### config.mk
export PLATFORM = sky130hd
export DESIGN_NAME = seq_subfsm_param
export DESIGN_NICKNAME = d
export VERILOG_FILES = /design/src/rtl/seq_subfsm_param.sv
export SDC_FILE = /design/constraint.sdc
export NUM_CORES = 1
export LEC_CHECK = 0
export ABC_AREA = 1
export BUFFER_PORTS_ARGS = -buffer_cell sky130_fd_sc_hd__buf_2
export CORE_ASPECT_RATIO = 0.5
export CORE_MARGIN = 4
export CORE_UTILIZATION = 32
export CTS_CLUSTER_DIAMETER = 60
export DETAILED_ROUTE_END_ITERATION = 8
export HOLD_SLACK_MARGIN = 0.02
export SYNTH_ARGS = -nofsm -noshare
export SYNTH_HDL_FRONTEND = slang
export SYNTH_SLANG_ARGS = --single-unit
### constraint.sdc
create_clock -name clk -period 3.7 [get_ports clk]
set_clock_uncertainty 0.2 [all_clocks]
set_input_delay 0.74 -clock clk [delete_from_list [all_inputs] [get_ports clk]]
set_output_delay 0.74 -clock clk [all_outputs]
set_load 0.03 [all_outputs]
### src/rtl/seq_subfsm_param.sv
// seq_subfsm_param: child sequence detector that counts matches and hands back.
// Define SEQ_SUBFSM_TIMEOUT_EN to add the no-match timeout handoff.
module seq_subfsm_param #(
  parameter int unsigned          PAT_LEN     = 3,
  parameter logic [PAT_LEN-1:0]   PATTERN     = 3'b110,
  parameter int unsigned          OVERLAP     = 1,
  parameter int unsigned          MATCH_LIMIT = 2,
  parameter int unsigned          TIMEOUT_CYC = 16
) (
  input  logic       clk,
  input  logic       rst_n,
  input  logic       grant,
  input  logic       in,
  output logic       hit_out,
  output logic       done_out,
  output logic [7:0] match_cnt,
  output logic       timeout_out
);

  typedef enum logic [1:0] {IDLE, RUN, HANDOFF} state_t;

  localparam int unsigned   VW    = $clog2(PAT_LEN + 1);
  localparam logic [VW-1:0] VFULL = VW'(PAT_LEN);
  localparam logic [7:0]    LIMIT = 8'(MATCH_LIMIT);

  state_t             state, state_n;
  logic [PAT_LEN-2:0] hist, hist_n, hist_b;
  logic [PAT_LEN-1:0] win_s;
  logic [VW-1:0]      val, val_n, val_b, val_s;
  logic [7:0]         cnt, cnt_n, cnt_inc;
  logic               hit_q, hit_n;
  logic               done_q, done_n;
  logic               running, sample, match;

`ifdef SEQ_SUBFSM_TIMEOUT_EN
  localparam int unsigned   TW    = $clog2(TIMEOUT_CYC + 1);
  localparam logic [TW-1:0] TFULL = TW'(TIMEOUT_CYC);

  logic [TW-1:0] tcnt, tcnt_n, tcnt_inc;
  logic          tmo_q, tmo_n;
`endif

  always_comb begin
    running = (state == RUN);
    sample  = grant && (state != HANDOFF);
    // a fresh run starts from an empty history
    hist_b  = running ? hist : '0;
    val_b   = running ? val : '0;
    win_s   = {hist_b, in};
    val_s   = (val_b == VFULL) ? VFULL : val_b + 1'b1;
    match   = (val_s == VFULL) && (win_s == PATTERN);
    cnt_inc = cnt + 8'd1;

    state_n = state;
    hist_n  = hist;
    val_n   = val;
    cnt_n   = cnt;
    hit_n   = 1'b0;
    done_n  = 1'b0;
`ifdef SEQ_SUBFSM_TIMEOUT_EN
    tcnt_inc = tcnt + 1'b1;
    tcnt_n   = tcnt;
    tmo_n    = 1'b0;
`endif

    unique case (1'b1)
      !grant: begin
        state_n = IDLE;
        hist_n  = '0;
        val_n   = '0;
        cnt_n   = '0;
`ifdef SEQ_SUBFSM_TIMEOUT_EN
        tcnt_n  = '0;
`endif
      end
      sample: begin
        state_n = RUN;
        hist_n  = win_s[PAT_LEN-2:0];
        val_n   = val_s;
`ifdef SEQ_SUBFSM_TIMEOUT_EN
        tcnt_n  = tcnt_inc;
`endif
        if (match) begin
          hit_n = 1'b1;
          cnt_n = cnt_inc;
`ifdef SEQ_SUBFSM_TIMEOUT_EN
          tcnt_n = '0;
`endif
          if (OVERLAP == 0) val_n = '0;
          if (cnt_inc == LIMIT) begin
            done_n  = 1'b1;
            state_n = HANDOFF;
          end
        end
`ifdef SEQ_SUBFSM_TIMEOUT_EN
        else if (tcnt_inc == TFULL) begin
          done_n  = 1'b1;
          tmo_n   = 1'b1;
          tcnt_n  = '0;
          state_n = HANDOFF;
        end
`endif
      end
      default: ;
    endcase
  end

  always_ff @(posedge clk or negedge rst_n) begin
    if (!rst_n) begin
      state  <= IDLE;
      hist   <= '0;
      val    <= '0;
      cnt    <= '0;
      hit_q  <= 1'b0;
      done_q <= 1'b0;
    end else begin
      state  <= state_n;
      hist   <= hist_n;
      val    <= val_n;
      cnt    <= cnt_n;
      hit_q  <= hit_n;
      done_q <= done_n;
    end
  end

`ifdef SEQ_SUBFSM_TIMEOUT_EN
  always_ff @(posedge clk or negedge rst_n) begin
    if (!rst_n) begin
      tcnt  <= '0;
      tmo_q <= 1'b0;
    end else begin
      tcnt  <= tcnt_n;
      tmo_q <= tmo_n;
    end
  end

  assign timeout_out = tmo_q;
`else
  assign timeout_out = 1'b0;
`endif

  assign hit_out   = hit_q;
  assign done_out  = done_q;
  assign match_cnt = cnt;

endmodule
# Word-level counts from Yosys, hierarchy flattened
# Cells that the tools add are included.
# W data, S select, Z words.
dict set report classes {
  add_sub_neg 2
  n_eq_ne 7
  mux 15
  reduce_logical 5
}
# cell n
set op_table {}
lappend op_table {{$pmux W8 S2} 1}
lappend op_table {{$pmux W2 S2} 3}
lappend op_table {{$mux W2} 5}
lappend op_table {{$add A8 B1 Y8 const B} 1}
lappend op_table {{$eq A8 B2 Y1 const B} 1}
lappend op_table {{$mux W8} 1}
lappend op_table {{$mux W1} 5}
lappend op_table {{$eq A2 B2 Y1 const B} 2}
lappend op_table {{$eq A3 B3 Y1 const B} 1}
lappend op_table {{$add A2 B1 Y2 const B} 1}
lappend op_table {{$eq A2 B1 Y1 const B} 1}
lappend op_table {{$logic_and A1 B1 Y1} 2}
lappend op_table {{$ne A2 B1 Y1 const B} 1}
lappend op_table {{$ne A2 B2 Y1 const B} 1}
lappend op_table {{$reduce_and A2 Y1} 1}
lappend op_table {{$reduce_bool A2 Y1} 1}
lappend op_table {{$logic_not A1 Y1} 1}
dict set report word_totals {
  ff_bits 16
  input_bits 4
  output_inout_bits 11
  word_cells 35
}

# Longest topological paths before layout
# Gate-level depths: netlist of run 1.
dict set report logic_depth {
  word_depth 8
  depth_mapped 9
  mapped_depth_nobuf 9
}

# Worst setup path before layout of run 1
# OpenSTA, ideal clock, no wires.
dict set report synth_timing {
  path_type {register to register}
  from {reg cnt[1] (netlist: match_cnt[1])}
  to {reg state[1]}
  setup_time_ns 0.068
  arrival_ns 1.437
  t_required_ns 3.432
  path_slack_ns 1.996
  path_stages_with_launch 10
  path_buffers 0
  period_less_slack_ns 1.704
  cell_sequence {dfrtp_1 ha_1 nand3_1 nor2_1 nand2_1 nand2_1 nand2_1 nor2_1 nand3_1 nand2_1}
}
dict set report synth_between {
  elab_chain_len 5
}
# item line
set synth_rtl {}
lappend synth_rtl {{start, declared} 30} ;# logic [7:0] cnt, cnt_n, cnt_inc;
lappend synth_rtl {{start signal, assigned} 120} ;# cnt <= cnt_n;
lappend synth_rtl {{$add A8 B1 Y8} 52} ;# cnt_inc = cnt + 8'd1;
lappend synth_rtl {{$eq A8 B2 Y1} 90} ;# if (cnt_inc == LIMIT) begin
lappend synth_rtl {{$mux W2} 90}
lappend synth_rtl {{$mux W2} 83} ;# if (match) begin
lappend synth_rtl {{$pmux W2 S2} 66} ;# unique case (1'b1)
lappend synth_rtl {{end signal, assigned} 117} ;# state <= state_n;
lappend synth_rtl {{end, declared} 26} ;# state_t state, state_n;
# Every way passes these cells.
# A chain may end at the register's enable or synchronous reset.

# Worst setup path in the final report of run 1
dict set report layout_timing {
  from {reg cnt[3] (netlist: match_cnt[3])}
  to {out match_cnt[3]}
}
# item line
set layout_rtl {}
lappend layout_rtl {{end, declared} 16} ;# output logic [7:0] match_cnt,
# No word-level cell between the ends.

==> metrics.csv, run 1 <==
metric,value,unit
synth_seq_cells,16,
fp.dieW,83.2,um
drt_iter0_drc,44,
critPathKind,register to primary output,
cts_max_path_buffers,2,
cp_slowest_stage_delay,0.47,ns
p_leak,0.000531,uW
diodes,0,
cp_top_family,flip-flops,
wl_per_cell,11.1,um
cts_resized,0,
grt_pass1_wl,3100,um
cts_buffers,3,
yosysSeqAreaShare,44.2,%
worstReg2RegStart,match_cnt[0],
core_area,0.00265,mm^2
die_y,45.6,um
portBuffers,13,
setup-tns-final,0,ns
synth.net_count,115,
met1_usage,14.2,%
clock_sinks,16,
avgSynthCellArea,8.31,um^2
synth.cell_area,906,um^2
grt_pass1_vias,678,
place_congestion,0.778,
synth_cells,109,
min_period_over_period,51.6,%
ios,15,
finalSetupViolCount,0,
grt_setup_unrepaired,no,
slew_violations,0,
overflow,0,
die_area,0.00380,mm^2
synth_cell_types,24,
grt_most_used_layer,met2,
clkTransAtPathRegs,0.07,ns
antenna_found_initial,0,
cts_setup_buffers,0,
grt_max_degree,17,
drc,0,
use_met2,16.1,%
clk-insertion-delay-late,0.25,ns
root_buffer,clkbuf_8,
timing.hold.ws,0.188,ns
cts_tree,done,
end_kind,primary output,
fin_nets,131,
area_growth,15.3,%
routed_wl,1800,um
power.density,352,mW/mm^2
hold_class,input port to async pin,
ir_drop,107,uV
p_total,368,uW
dr.pass1.iters,4,
dp_hpwl,1350,um
cp-start-kind,register,
max_clock_freq,524,MHz
grt_util_met3,2.89,%
status,"complete, no violations",
h-tree-depth,1,
cp_slowest_cell,dfrtp_1,
period_minus_slack,1.91,ns
dp_slack,1.76,ns
avgViaCountPerCell,4.47,
critPathBufInv,1,
vias,719,
ant_nets,0,
cp_max_fo,7,
hold_viol,0,
worst_slack,1.79,ns
arrival,0.97,ns
rows,13,
start_util,34.2,%
ys_warn_count,0,
path_cells,buf_2,
drive_gt1_share,24.2,%
worstPathRequired,2.76,ns
maxCapViolCount,0,
fillCellCount,280,
cp-startpoint,match_cnt[3],
grt_use_total,10.8,%
ctsHoldBuffers,0,
-- state kept, by name, indices dropped and copies added, names as in the netlist --
register   flops
state          2
hist           2
done_out       1
val            2
match_cnt      8
hit_out        1
-- placed cells by master, fill, tap and decap left out, types with 2 or more instances in the layout --
cell,Yosys,layout
nand2_1,21,21
inv_1,19,19
dfrtp_1,16,16
buf_2,0,13
nand3_1,11,11
o21ai_0,7,7
nor2_1,6,6
clkbuf_8,0,4
nand4_1,3,3
o22ai_1,3,3
nand2_2,3,3
nor2_2,2,2
nand2_4,2,2
a21oi_1,2,2
o21ai_2,2,2
ha_1,2,2
-- cell usage after synthesis, drive strengths merged --
master	number	area, um^2
a21boi	1	18.8
a21oi	2	10.0
buf	2	27.5
conb	1	3.75
dfrtp	16	400
ha	2	25.0
inv	20	75.1
nand2	26	120
nand3	12	65.1
nand4	3	18.8
nor2	9	46.3
o21ai	9	52.6
o21bai	1	7.51
o22ai	3	18.8
o31ai	1	7.51
o32ai	1	8.76
-- final cells by class --
class	count	area, um^2	share of cell area (%)
Tap cell	37	46.3	4.43
Inverter	20	75.1	7.19
Sequential cell	16	400	38.3
Multi-Input combinational cell	71	403	38.6
Timing Repair Buffer	13	65.1	6.23
Clock buffer	4	55.1	5.27
-- kinds of logic (layout without fill, tap and decap cells) --
| logic type | Yosys count | after routing | share of synthesized area, % |
|---|---|---|---|
| adders and majority gates | 2 | 2 | 2.76 |
| DFF | 16 | 16 | 44.2 |
| other | 1 | 1 | 0.414 |
| and+or+nand+nor | 50 | 50 | 27.6 |
| buffers and inverters | 22 | 37 | 11.3 |
| AOI/OAI and AO/OA | 18 | 18 | 13.7 |
-- where the power goes --
part	leakage (uW)	switching, uW	internal [uW]
Combinational	0.000286	20.7	7.97
Sequential	0.000216	3.39	179
Clock	0.0000288	62.4	94.5
-- metal layers --
metal | share of wire [%] | wire length [um] | vias up
li1 | - | - | 377
met1 | 50 | 892 | 329
met2 | 45 | 801 | 9
met3 | 3.1 | 56 | 4
met4 | 2.5 | 44 | 0
met5 | 0 | 0 | -
-- stage by stage --
step / utilization, % / cell area (um^2) / std cells
floorplan: - / 906 / 109
global placement: 37.3 / 990 / 157
detailed placement: 37.3 / 990 / 157
CTS: 39.4 / 1040 / 161
global route: 39.4 / 1040 / 161
finish: 39.4 / 1040 / 161
-- path summary, 6_finish.rpt --
kind                                end  slack, ns  cells after the start
setup / recovery           match_cnt[3]       1.79                      1
min in group clk                hist[1]       0.35                      2
setup reg to reg               state[1]       1.99                      9
hold / removal             match_cnt[6]       0.19                      1
hold reg to reg                 hist[1]       0.35                      2
max in group asynchronous       hist[1]       2.85                      1
Power figures use the tool's default switching activity.
==> run 2: changes to the inputs <==
ABC_AREA = 0   (was 1)
clock period = 1.88 ns   (was 3.7 ns; I/O delays follow)
==> run 2 against run 1 <==
Net effect: the flow now finishes with violations (setup timing); via count down 1.9%; power grew 90%; global-route usage grew 0.92 points; area after synthesis shrank 6.8%; sequential share of layout area is 2.5 points lower; hold slack lost 0.0073 ns; synthesized cell count down 23%; critical path depth rose by 3; wire length grew 6.6%; die area down 5.9%; clock power increased by 98%.
==> metrics.csv, run 2 <==
metric,value,unit
status,"complete, but fails checks",
violations,setup timing,
cp-start-kind,register,
finalSetupViolCount,1,
hold_class,input port to register,
end_kind,register,
min_from,grant,
antenna_found_initial,0,
wl_met3,75,um
timing.hold.ws,0.181,ns
clock_sinks,16,
drive_gt1_share,39.6,%
portBuffers,13,
arrival,1.88,ns
met2_length,826,um
comb_power_share,4.8,%
multi_input_area,455,um^2
grt_pass1_vias,635,
synth.cell_area,845,um^2
fin_area,0.00113,mm^2
clkTransAtPathRegs,0.07,ns
cts_buffers,3,
diodes,0,
cp_slowest_cell,a2111o_1,
final_common_cell,buf_2,
yosys-top-cells-count,"dfrtp_1 (16), nand2_1 (7), nor2_1 (7), a21oi_1 (6), xnor2_1 (6)",
grt_max_degree,17,
worstPathRequired,1.87,ns
fp.dieW,80.7,um
postPlaceCellArea,0.00103,mm^2
cp_max_fo,3,
avgViaCountPerCell,4.83,
critPathKind,register to register,
ys_warn_count,0,
yosys-top-cells-area,"dfrtp_1 (47%), xnor2_1 (6.2%), a21oi_1 (3.6%)",
grt_setup_unrepaired,yes,
slew_violations,0,
top_layer,met3,
root_buffer,clkbuf_8,
hold_viol,0,
p_sw_share,21.8,%
area_growth,34.2,%
ir_drop,197,uV
routed_wl,1910,um
ios,15,
p_leak,0.000512,uW
min_period_over_period,100,%
p_int,546,uW
ant_nets,0,
period_minus_slack,1.89,ns
h-tree-depth,1,
dr.pass1.iters,4,
synth.net_count,90,
start_util,35.8,%
yosysSeqAreaShare,47.4,%
post-synth-top-count-cell,dfrtp_1,
die_y,44.3,um
synthArstFlopShare,100,%
yosys.area.top_type,dfrtp_1,
core_area,0.00236,mm^2
m1WireLength,1010,um
pwr-share-clk,44.5,%
synth_cells,84,
grt_use_total,11.7,%
drc,0,
place_congestion,0.754,
largest_reg_flops,8,
maxCapViolCount,0,
fillCellCount,224,
max_clock_freq,530,MHz
avgSynthCellArea,10.1,um^2
worst_slack,-0.00679,ns
drt_iter0_drc,38,
synth_seq_cells,16,
regArea,407,um^2
worstReg2RegStart,match_cnt[2],
synth_top_area_share,47.4,%
synthFlopType,dfrtp_1,
setup-tns-final,-0.00679,ns
cp-startpoint,match_cnt[2],
die_area,0.00358,mm^2
pwr-share-seq,50.6,%
vias,705,
grt_pass1_wl,3170,um
synth_edf_count,0,
wl_per_cell,13.1,um
dp_hpwl,1380,um
rows,12,
cp_slowest_stage_delay,0.45,ns
clk-insertion-delay-late,0.25,ns
power.density,616,mW/mm^2
cts_max_path_buffers,2,
path_cells,and3_4 > a2111o_1 > a2111oi_4 > nor2b_1,
mostFrequentLayoutCells,"buf_2 (13), buf_4 (12), dfrtp_1 (11)",
p_switching,152,uW
synth_cell_types,32,
cts_tree,done,
fin_nets,118,
overflow,0,
[run 2: per-stage QoR]
stage	worst slack, ns	power [uW]	instances	util (%)
3_3_place_gp	0.0426	393	139	43.8
3_5_place_dp	-0.00876	393	139	43.8
5_1_grt	-0.0428	732	146	48.1
6_report	-0.00679	699	146	48.1
4_1_cts	0.0314	711	144	47.1
2_1_floorplan	-0.0218	377	84	-
[run 2: logic make-up (layout without fill, tap and decap cells)]
kind of cell             after synthesis  in the layout  share of synthesized area, %
XOR/XNOR                               8              8                          8.30
adder cells (fa/ha/maj)                2              2                          2.96
flip-flops                            16             16                          47.4
AO/OA/AOI/OAI                         14             14                          12.1
other                                  1              1                         0.444
AND/OR/NAND/NOR                       38             38                          25.8
buffers and inverters                  5             32                          2.96
[run 2: worst paths after layout]
path,to,slack [ns],cells past startpoint
max in group asynchronous,match_cnt[4],0.82,2
worst min register to register,hist[1],0.34,2
worst min-delay path,state[1],0.18,2
min in group asynchronous,state[1],0.36,2
worst max-delay path,done_out,-0.007,4
worst max register to register,done_out,-0.007,4
[run 2: power groups by stage]
stage	registers, uW	logic [uW]	clock network (uW)
floorplan	359	18.1	0
global placement	360	32.7	0
detailed placement	360	32.8	0
CTS	354	34.5	323
global route	354	38.0	340
finish	354	33.7	311
[run 2: routing by layer]
| metal | GRT usage, % | up-vias |
|---|---|---|
| met3 | 3.86 | 0 |
| met1 | 17.0 | 342 |
| met5 | 0 | - |
| met2 | 16.6 | 13 |
| li1 | - | 350 |
| met4 | 3.03 | 0 |
[run 2: worst max-delay path: cells and delay by family (launching register included)]
kind	cells	cell delay, ns
flops	1	0.41
compound gates	2	0.86
simple gates	2	0.36
[run 2: layout make-up]
type / instances / area share (%)
clock buffer: 4 / 4.86
multi-input combinational: 63 / 40.2
sequential: 16 / 35.9
inverter: 2 / 0.662
timing repair buffer: 26 / 14.6
tap: 35 / 3.86
[run 2: repair_timing]
item                                    4_1_cts  5_1_grt
hold buffers                                  1        0
endpoints found under the hold margin        16        0
buffers inserted                              0        2
endpoints found under the setup margin        1        3
gates resized for setup                       3        1
pin swaps                                     1        4
